==> config.mk <==
export PLATFORM = sky130hd
export DESIGN_NAME = elevator_scheduler
export DESIGN_NICKNAME = d
export VERILOG_FILES = /design/src/rtl/elevator_scheduler.sv
export SDC_FILE = /design/constraint.sdc
export NUM_CORES = 1
export LEC_CHECK = 0
export BUFFER_PORTS_ARGS = -buffer_cell sky130_fd_sc_hd__buf_2
export CAP_MARGIN = 25
export CORE_UTILIZATION = 34
export DETAILED_ROUTE_END_ITERATION = 8
export SYNTH_ARGS = -nofsm -noshare
export SYNTH_HDL_FRONTEND = slang
export SYNTH_SLANG_ARGS = --single-unit
==> constraint.sdc <==
create_clock -name clk -period 3.1 [get_ports clk]
set_input_delay 0.775 -clock clk [delete_from_list [all_inputs] [get_ports clk]]
set_output_delay 0.775 -clock clk [all_outputs]
set_load 0.03 [all_outputs]
==> src/rtl/elevator_scheduler.sv <==
`default_nettype none
// ============================================================================
// elevator_scheduler : collective-direction scheduler for a 10-floor elevator
// Revision 1.0
// ============================================================================
module elevator_scheduler #(
  parameter int FLOOR_TIME = 16,
  parameter int DOOR_TIME  = 8
) (
  input  logic       clk,
  input  logic       reset,
  input  logic [9:0] req,
  output logic [9:0] clr,
  output logic [3:0] floor,
  output logic       motor_up,
  output logic       motor_down,
  output logic       door_open,
  output logic       busy
);

  localparam int          c_MAXT     = (FLOOR_TIME > DOOR_TIME) ? FLOOR_TIME : DOOR_TIME;
  localparam int          c_TW       = $clog2(c_MAXT);
  localparam logic [3:0]  c_TOP      = 4'd9;
  localparam logic        c_DIR_UP   = 1'b1;
  localparam logic        c_DIR_DOWN = 1'b0;

  typedef enum logic [1:0] {
    S_IDLE = 2'd0,
    S_UP   = 2'd1,
    S_DOWN = 2'd2,
    S_DOOR = 2'd3
  } state_t;

  state_t            r_state;
  logic [3:0]        r_floor;
  logic              r_dir;
  logic [c_TW-1:0]   r_timer;
  logic [9:0]        r_clr;
  logic              r_motor_up;
  logic              r_motor_down;
  logic              r_door_open;
  logic              r_busy;

  state_t            w_state_nxt;
  logic [3:0]        w_floor_nxt;
  logic              w_dir_nxt;
  logic [c_TW-1:0]   w_timer_nxt;
  logic [3:0]        w_up1;
  logic [3:0]        w_dn1;
  logic              w_here;
  logic              w_above;
  logic              w_below;
  logic              w_here_up1;
  logic              w_above_up1;
  logic              w_here_dn1;
  logic              w_below_dn1;

  assign w_up1 = r_floor + 4'd1;
  assign w_dn1 = r_floor - 4'd1;

  // Request summaries relative to the current floor and the floor being approached
  always_comb begin
    w_here      = 1'b0;
    w_above     = 1'b0;
    w_below     = 1'b0;
    w_here_up1  = 1'b0;
    w_above_up1 = 1'b0;
    w_here_dn1  = 1'b0;
    w_below_dn1 = 1'b0;
    for (int i = 0; i < 10; i++) begin
      if (4'(i) == r_floor) w_here      = w_here      | req[i];
      if (4'(i) >  r_floor) w_above     = w_above     | req[i];
      if (4'(i) <  r_floor) w_below     = w_below     | req[i];
      if (4'(i) == w_up1)   w_here_up1  = w_here_up1  | req[i];
      if (4'(i) >  w_up1)   w_above_up1 = w_above_up1 | req[i];
      if (4'(i) == w_dn1)   w_here_dn1  = w_here_dn1  | req[i];
      if (4'(i) <  w_dn1)   w_below_dn1 = w_below_dn1 | req[i];
    end
  end

  always_comb begin
    w_state_nxt = r_state;
    w_floor_nxt = r_floor;
    w_dir_nxt   = r_dir;
    w_timer_nxt = r_timer + 1'b1;
    case (r_state)
      S_IDLE: begin
        w_timer_nxt = '0;
        if (w_here) begin
          w_state_nxt = S_DOOR;
        end else if (r_dir == c_DIR_UP) begin
          if (w_above) begin
            w_state_nxt = S_UP;
          end else if (w_below) begin
            w_state_nxt = S_DOWN;
            w_dir_nxt   = c_DIR_DOWN;
          end
        end else begin
          if (w_below) begin
            w_state_nxt = S_DOWN;
          end else if (w_above) begin
            w_state_nxt = S_UP;
            w_dir_nxt   = c_DIR_UP;
          end
        end
      end
      S_UP: begin
        if (r_timer == c_TW'(FLOOR_TIME - 1)) begin
          w_timer_nxt = '0;
          if (r_floor < c_TOP) begin
            w_floor_nxt = w_up1;
            if (w_here_up1)       w_state_nxt = S_DOOR;
            else if (w_above_up1) w_state_nxt = S_UP;
            else                  w_state_nxt = S_IDLE;
          end else begin
            w_state_nxt = S_IDLE;
          end
        end
      end
      S_DOWN: begin
        if (r_timer == c_TW'(FLOOR_TIME - 1)) begin
          w_timer_nxt = '0;
          if (r_floor > 4'd0) begin
            w_floor_nxt = w_dn1;
            if (w_here_dn1)       w_state_nxt = S_DOOR;
            else if (w_below_dn1) w_state_nxt = S_DOWN;
            else                  w_state_nxt = S_IDLE;
          end else begin
            w_state_nxt = S_IDLE;
          end
        end
      end
      S_DOOR: begin
        if (r_timer == c_TW'(DOOR_TIME - 1)) begin
          w_timer_nxt = '0;
          w_state_nxt = S_IDLE;
        end
      end
      default: begin
        w_timer_nxt = '0;
        w_state_nxt = S_IDLE;
      end
    endcase
  end

  // Outputs are registered from the next state so they align with the state register
  always_ff @(posedge clk) begin
    if (reset) begin
      r_state      <= S_IDLE;
      r_floor      <= 4'd0;
      r_dir        <= c_DIR_UP;
      r_timer      <= '0;
      r_clr        <= '0;
      r_motor_up   <= 1'b0;
      r_motor_down <= 1'b0;
      r_door_open  <= 1'b0;
      r_busy       <= 1'b0;
    end else begin
      r_state      <= w_state_nxt;
      r_floor      <= w_floor_nxt;
      r_dir        <= w_dir_nxt;
      r_timer      <= w_timer_nxt;
      r_clr        <= (w_state_nxt == S_DOOR) ? (10'd1 << w_floor_nxt) : 10'd0;
      r_motor_up   <= (w_state_nxt == S_UP);
      r_motor_down <= (w_state_nxt == S_DOWN);
      r_door_open  <= (w_state_nxt == S_DOOR);
      r_busy       <= (w_state_nxt != S_IDLE);
    end
  end

  assign clr        = r_clr;
  assign floor      = r_floor;
  assign motor_up   = r_motor_up;
  assign motor_down = r_motor_down;
  assign door_open  = r_door_open;
  assign busy       = r_busy;

endmodule
`default_nettype wire

==> summary.txt, run 1 <==
Run status
  – Status: completed

Yosys
  – Mapped Area: 2210 um^2
  – Synth Instances: 284
  – Mapped Nets: 310
  – Synth area leaders: dfxtp_1 23%, ha_1 7.9%, o21ai_0 4.3%, a21oi_1 3.8%, nand2_1 3.4%
  – EDFF count, synth: 0
  – Ys flop type: dfxtp_1
  – Leading area contributor after synthesis: dfxtp_1
  – Avg Cell Area, Syn: 7.79 um^2
  – Yosys reg bits: 25
  – Post-synth top area share: 0.226
  – Cell variety after synth: 66
  – Sequential fraction of the synthesis area: 0.226
  – Post-synthesis async set-or-reset flop share: 0
  – Yosys warns: 0

GRT
  – Largest net degree at the start of global routing: 23
  – Remaining Overflow, GRT: 0
  – Initial antenna violation count: 0
  – First-pass GRT wire length: 10800 um
  – Overall Global Routing Usage: 0.205
  – Vias in the first global route: 2233

Clock network
  – H-tree levels: 1
  – Clk Latency, worst-skew pair: 0.26 ns
  – Cts hold-fix bufs: 0
  – Deepest clock path buffer count: 2
  – Post-CTS Setup Bufs: 0
  – Clock slew at reported path FFs: 0.08 ns
  – TritonCTS clock tree: built
  – Post-cts resize count: 0
  – Num CTS Buffers: 3
  – CTS root buf: clkbuf_8
  – Clock sinks: 25

Setup path
  – Critical path peak fanout: 17
  – CP startpoint kind: flip-flop
  – Element type at the critical path end: flip-flop
  – Worst Path Arrival: 3.07 ns
  – Critical setup path kind: reg2reg
  – Worst Path Required: 3.23 ns

STA
  – Clock skew: 0.00327 ns
  – Final setup fails: 0
  – Post-route setup TNS: 0 ns
  – Worst slew pin tran: 0.500 ns
  – F_max: 341 MHz
  – Period utilization: 0.947
  – Slew HR: 0.665
  – Slew Limit Fails: 0
  – Hold WS: 0.466 ns
  – Hold Vio Cnt, Final: 0
  – RSZ-0062 raised after global routing: no
  – Fin worst setup slack: 0.165 ns
  – Min Tclk post-route: 2.93 ns

Placed design
  – Post-DP HPWL: 4950 um
  – Port-buffer cells: 29
  – Pre-CTS WS: 0.195 ns
  – GP Congestion: 0.948

Routing
  – Vias per cell: 5.98
  – Vias: 2286
  – Pre-Repair DR Iteration Count: 4
  – Remaining DRCs: 0
  – WL met3: 333 um
  – Wire length per cell: 17.4 um
  – Met1 Wirelength: 3130 um
  – Met2 Routed Length: 3070 um
  – DR iter-0 viols: 211
  – Final WL: 6640 um
  – Max layer used: met4
  – Antenna Violating Nets Remaining: 0

Layout
  – Finished Core Util: 0.392
  – Share of layout cells above drive strength 1: 0.193
  – Most frequent cells in the layout: 29 x buf_2, 23 x dfxtp_1, 20 x nand2_1, 19 x o21ai_0, 18 x inv_1
  – Fillers: 676
  – Antenna Diode Count: 0
  – Commonest non-fill, non-tap cell in the layout: buf_2
  – Syn-to-layout area delta: 12.0%
  – # nets final: 332

Power and ir drop
  – Pwr Total: 0.683 mW
  – Leak: 0.985 nW
  – VDD IR max: 0.244 mV
  – Pwr/cell area: 276 nW/um^2

Floorplanning
  – Initial core utilization: 0.350
  – Core Rows: 29
  – Die area: 6830 um^2
  – Die Ht: 82.7 um
  – Num ports: 30
  – Die Width: 82.7 um
  – Core area: 6310 um^2

Worst hold path
  – Min-delay worst type: reg2reg

Flow run
  – Max cap viols: 0
==> worst max-delay path: stages, from the launching register on <==
cell and delay (ns):
dfxtp_4 0.38, buf_4 0.23, ha_1 0.34, inv_1 0.16, or3_1 0.37, o32ai_1 0.25
o22ai_1 0.16, o31a_1 0.36, o211ai_2 0.25, o21bai_4 0.23, nor4_1 0.09
==> layer usage <==
layer / vias to the layer above / track usage
met1: 1096 / 0.281
met4: 0 / 0.0655
met3: 10 / 0.0143
met2: 82 / 0.339
met5: - / 0
li1: 1098 / -
==> flip-flops by register name, indices dropped and copies added, names as in the netlist <==
signal,count
door_open,1
r_timer,4
busy,1
r_dir,1
floor,4
r_state,2
motor_up,1
clr,10
motor_down,1
==> path summary, 6_finish.rpt <==
| path | end | start | depth (start not counted) | slack (ns) |
|---|---|---|---|---|
| min reg2reg | r_timer[0] | r_timer[0] | 1 | 0.47 |
| min | r_timer[0] | r_timer[0] | 1 | 0.47 |
| max reg2reg | clr[3] | floor[0] | 10 | 0.17 |
| max | clr[3] | floor[0] | 10 | 0.17 |
==> stage by stage <==
step                      area [um^2]  instances
after floorplan                  2220        284
after global placement           2410        378
after detailed placement         2410        378
after CTS                        2460        382
after global routing             2480        382
final                            2480        382
==> synthesized netlist by cell type, types with 5 or more instances <==
cell type,instances
buf_2,6
nor4_1,7
o21ai_0,19
dfxtp_1,25
a21oi_1,17
xnor2_1,5
clkbuf_1,10
nor3_1,10
nand3_1,9
inv_1,18
nor2b_1,6
nand2_1,20
nor2_1,16
ha_1,14
==> where the power goes <==
part           leakage [nW]  internal [mW]  switching [mW]
registers             0.204          0.332         0.00806
logic                 0.758         0.0537           0.105
clock network        0.0228         0.0917          0.0928
==> layout make-up <==
cell class              instances  area, um^2  share of cell area
repair buffers                 39         220              0.0889
well taps                      77        96.3              0.0389
clock buffers                   4        45.0              0.0182
flip-flops and latches         25         505               0.204
multi-input cells             216        1530               0.618
inverters                      21        78.8              0.0318
==> cells by family after synthesis <==
logic type,synth area share
AO/OA/AOI/OAI,0.327
flip-flops,0.226
adder cells (fa/ha/maj),0.0792
buffers and inverters,0.0899
XOR/XNOR,0.0317
multiplexers,0.0181
AND/OR/NAND/NOR,0.228
No activity file was read; power rests on OpenSTA's default activity.
==> inputs of run 2 (changes only) <==
--- a/config.mk
+++ b/config.mk
@@ -7,6 +7,7 @@
 export LEC_CHECK = 0
 export BUFFER_PORTS_ARGS = -buffer_cell sky130_fd_sc_hd__buf_2
 export CAP_MARGIN = 25
+export CORE_ASPECT_RATIO = 1.1
 export CORE_UTILIZATION = 34
 export DETAILED_ROUTE_END_ITERATION = 8
 export SYNTH_ARGS = -nofsm -noshare
==> run 2 against run 1 <==
Against the previous run: clock skew rose by 0.0064 ns; die area barely moved; global-route usage barely moved; core utilization rose by 1.2 points; sequential power barely moved; clock-buffer cell count fell by 1; cell count rose by 2.1%; wire length rose by 2.2%; combinational power rose by 3%; power rose by 2.1%; via count rose by 1.2%; worst setup slack improved by 0.15 ns.
==> summary.txt, run 2 (synthesis gave the netlist of run 1 again) <==
Power and ir drop
  – P_sw: 0.218 mW (+6.1%)
  – Pwr/cell area: 277 nW/um^2 (+0.46%)
  – Comb power frac: 0.234 (+0.002)
  – VDD IR max: 0.333 mV (+37%)
  – Sw Share: 0.313 (+0.0116)
  – Clk pwr share: 0.280 (+0.010)
  – Leak: 1.00 nW (+2.0%)
  – Reg power frac: 0.486 (-0.012)
  – Internal power: 0.480 mW (+0.44%)
  – Pwr Total: 0.698 mW (+2.1%)

STA
  – Final setup fails: 0 (unchanged)
  – Min Tclk post-route: 2.78 ns (-0.155 ns)
  – RSZ-0062 raised after global routing: no
  – F_max: 360 MHz (+5.6%)
  – Worst slew pin tran: 0.519 ns (+0.0195 ns)
  – Slew Limit Fails: 0 (unchanged)
  – Hold Vio Cnt, Final: 0 (unchanged)
  – Period utilization: 0.897 (-0.0499)
  – Hold WS: 0.451 ns (-0.0152 ns)
  – Clock skew: 0.00968 ns (+0.00641 ns)
  – Slew HR: 0.651 (-0.0131)
  – Post-route setup TNS: 0 ns (unchanged)
  – Fin worst setup slack: 0.320 ns (+0.155 ns)

Floorplanning
  – Die Ht: 86.6 um (+4.8%)
  – Core area: 6230 um^2 (-1.3%)
  – Die area: 6830 um^2 (about the same)
  – Core Rows: 30 (+3.4%)
  – Die Width: 78.9 um (-4.5%)
  – Initial core utilization: 0.355 (+0.00464)
  – Num ports: 30 (unchanged)

Clock network
  – TritonCTS clock tree: built
  – Deepest clock path buffer count: 2 (unchanged)
  – Clock sinks: 25 (unchanged)
  – CTS root buf: clkbuf_8
  – H-tree levels: 1 (unchanged)
  – Clock slew at reported path FFs: 0.09 ns (about the same)
  – Num CTS Buffers: 3 (unchanged)
  – Post-CTS Setup Bufs: 0 (unchanged)
  – Clk Latency, worst-skew pair: 0.27 ns (about the same)

Routing
  – Antenna Violating Nets Remaining: 0 (unchanged)
  – Remaining DRCs: 0 (unchanged)
  – Vias per cell: 5.93 (-0.89%)
  – Wire length per cell: 17.4 um (+0.13%)
  – Pre-Repair DR Iteration Count: 5 (+1)
  – Final WL: 6790 um (+2.2%)
  – DR iter-0 viols: 250 (+18%)
  – Vias: 2313 (+1.2%)

Layout
  – Most frequent cells in the layout: 29 x buf_2, 23 x dfxtp_1, 20 x nand2_1, 19 x o21ai_0, 18 x inv_1
  – Antenna Diode Count: 0 (unchanged)
  – Final Cell Area: 2520 um^2 (+1.7%)
  – Non-filler instance count after layout: 390 (+2.1%)
  – Finished Core Util: 0.404 (+0.0118)
  – Commonest non-fill, non-tap cell in the layout: buf_2
  – Fillers: 660 (-2.4%)
  – Share of layout cells above drive strength 1: 0.206 (+0.0130)
  – # nets final: 337 (+1.5%)
  – Max reg flops: 10 (unchanged)
  – Syn-to-layout area delta: 13.9%

GRT
  – Vias in the first global route: 2182 (-2.3%)
  – Remaining Overflow, GRT: 0 (unchanged)
  – Overall Global Routing Usage: 0.205 (about the same)
  – Initial antenna violation count: 0 (unchanged)
  – Largest net degree at the start of global routing: 17 (-26%)
  – First-pass GRT wire length: 11100 um (+2.6%)

Setup path
  – Critical setup path kind: reg2reg
  – Critical path peak fanout: 12 (-5)
  – Worst Path Arrival: 2.93 ns (-0.14 ns)
  – CP startpoint kind: flip-flop
  – Worst Path Required: 3.25 ns (+0.02 ns)
  – Element type at the critical path end: flip-flop

Placed design
  – Port-buffer cells: 29 (unchanged)
  – Pre-CTS WS: 0.302 ns (+0.107 ns)
  – Post-DP HPWL: 5130 um (+3.7%)
  – Placed Cells: 386 (+2.1%)
  – GP Congestion: 0.941 (-0.75%)
  – Area after DPL: 2470 um^2 (+2.2%)

Flow run
  – Max cap viols: 0 (unchanged)

Worst hold path
  – Min-delay worst type: reg2reg

Run status
  – Status: completed
-- run 2: worst paths after layout --
check | slack [ns] | cells past startpoint | to | from
setup / recovery | 0.32 | 11 | clr[9] | floor[1]
hold / removal | 0.45 | 1 | r_timer[0] | r_timer[0]
setup reg to reg | 0.32 | 11 | clr[9] | floor[1]
hold reg to reg | 0.45 | 1 | r_timer[0] | r_timer[0]
-- run 2: power by group through the flow --
stage                     Clock (mW)  Sequential, mW  Combinational [mW]
after floorplan                    0           0.361              0.0994
after global placement             0           0.347               0.160
after detailed placement           0           0.347               0.160
after CTS                      0.205           0.339               0.160
after global routing           0.211           0.341               0.180
final                          0.196           0.339               0.163
-- run 2: critical path, stage by stage, from the launching register on --
cell and delay (ns):
dfxtp_2 0.42, inv_1 0.11, ha_1 0.25, buf_4 0.21, inv_1 0.21, nor2_1 0.08
o2111ai_1 0.24, nand4_1 0.22, o2111ai_1 0.27, o2111ai_2 0.24, o21bai_4 0.29, nor4_1 0.09
-- run 2: cell type report --
cell class,count,area [um^2],share of cell area
multi-input cells,216,1520,0.602
clock inverters,1,7.51,0.00298
clock buffers,3,41.3,0.0164
flip-flops and latches,25,505,0.201
repair buffers,44,270,0.107
well taps,80,100,0.0397
inverters,21,78.8,0.0313
-- run 2: layer usage --
metal	up-vias	wire length (um)	GRT usage
met5	-	0	0
met4	0	203	0.0926
met3	19	424	0.0232
met2	111	3060	0.340
met1	1072	3100	0.267
li1	1111	-	-
-- run 2: what timing repair did --
| action | 4_1_cts | 5_1_grt |
|---|---|---|
| hold endpoints to repair | 0 | 0 |
| resized for setup | 0 | 1 |
| hold buffers | 0 | 0 |
| endpoints found under the setup margin | 0 | 1 |
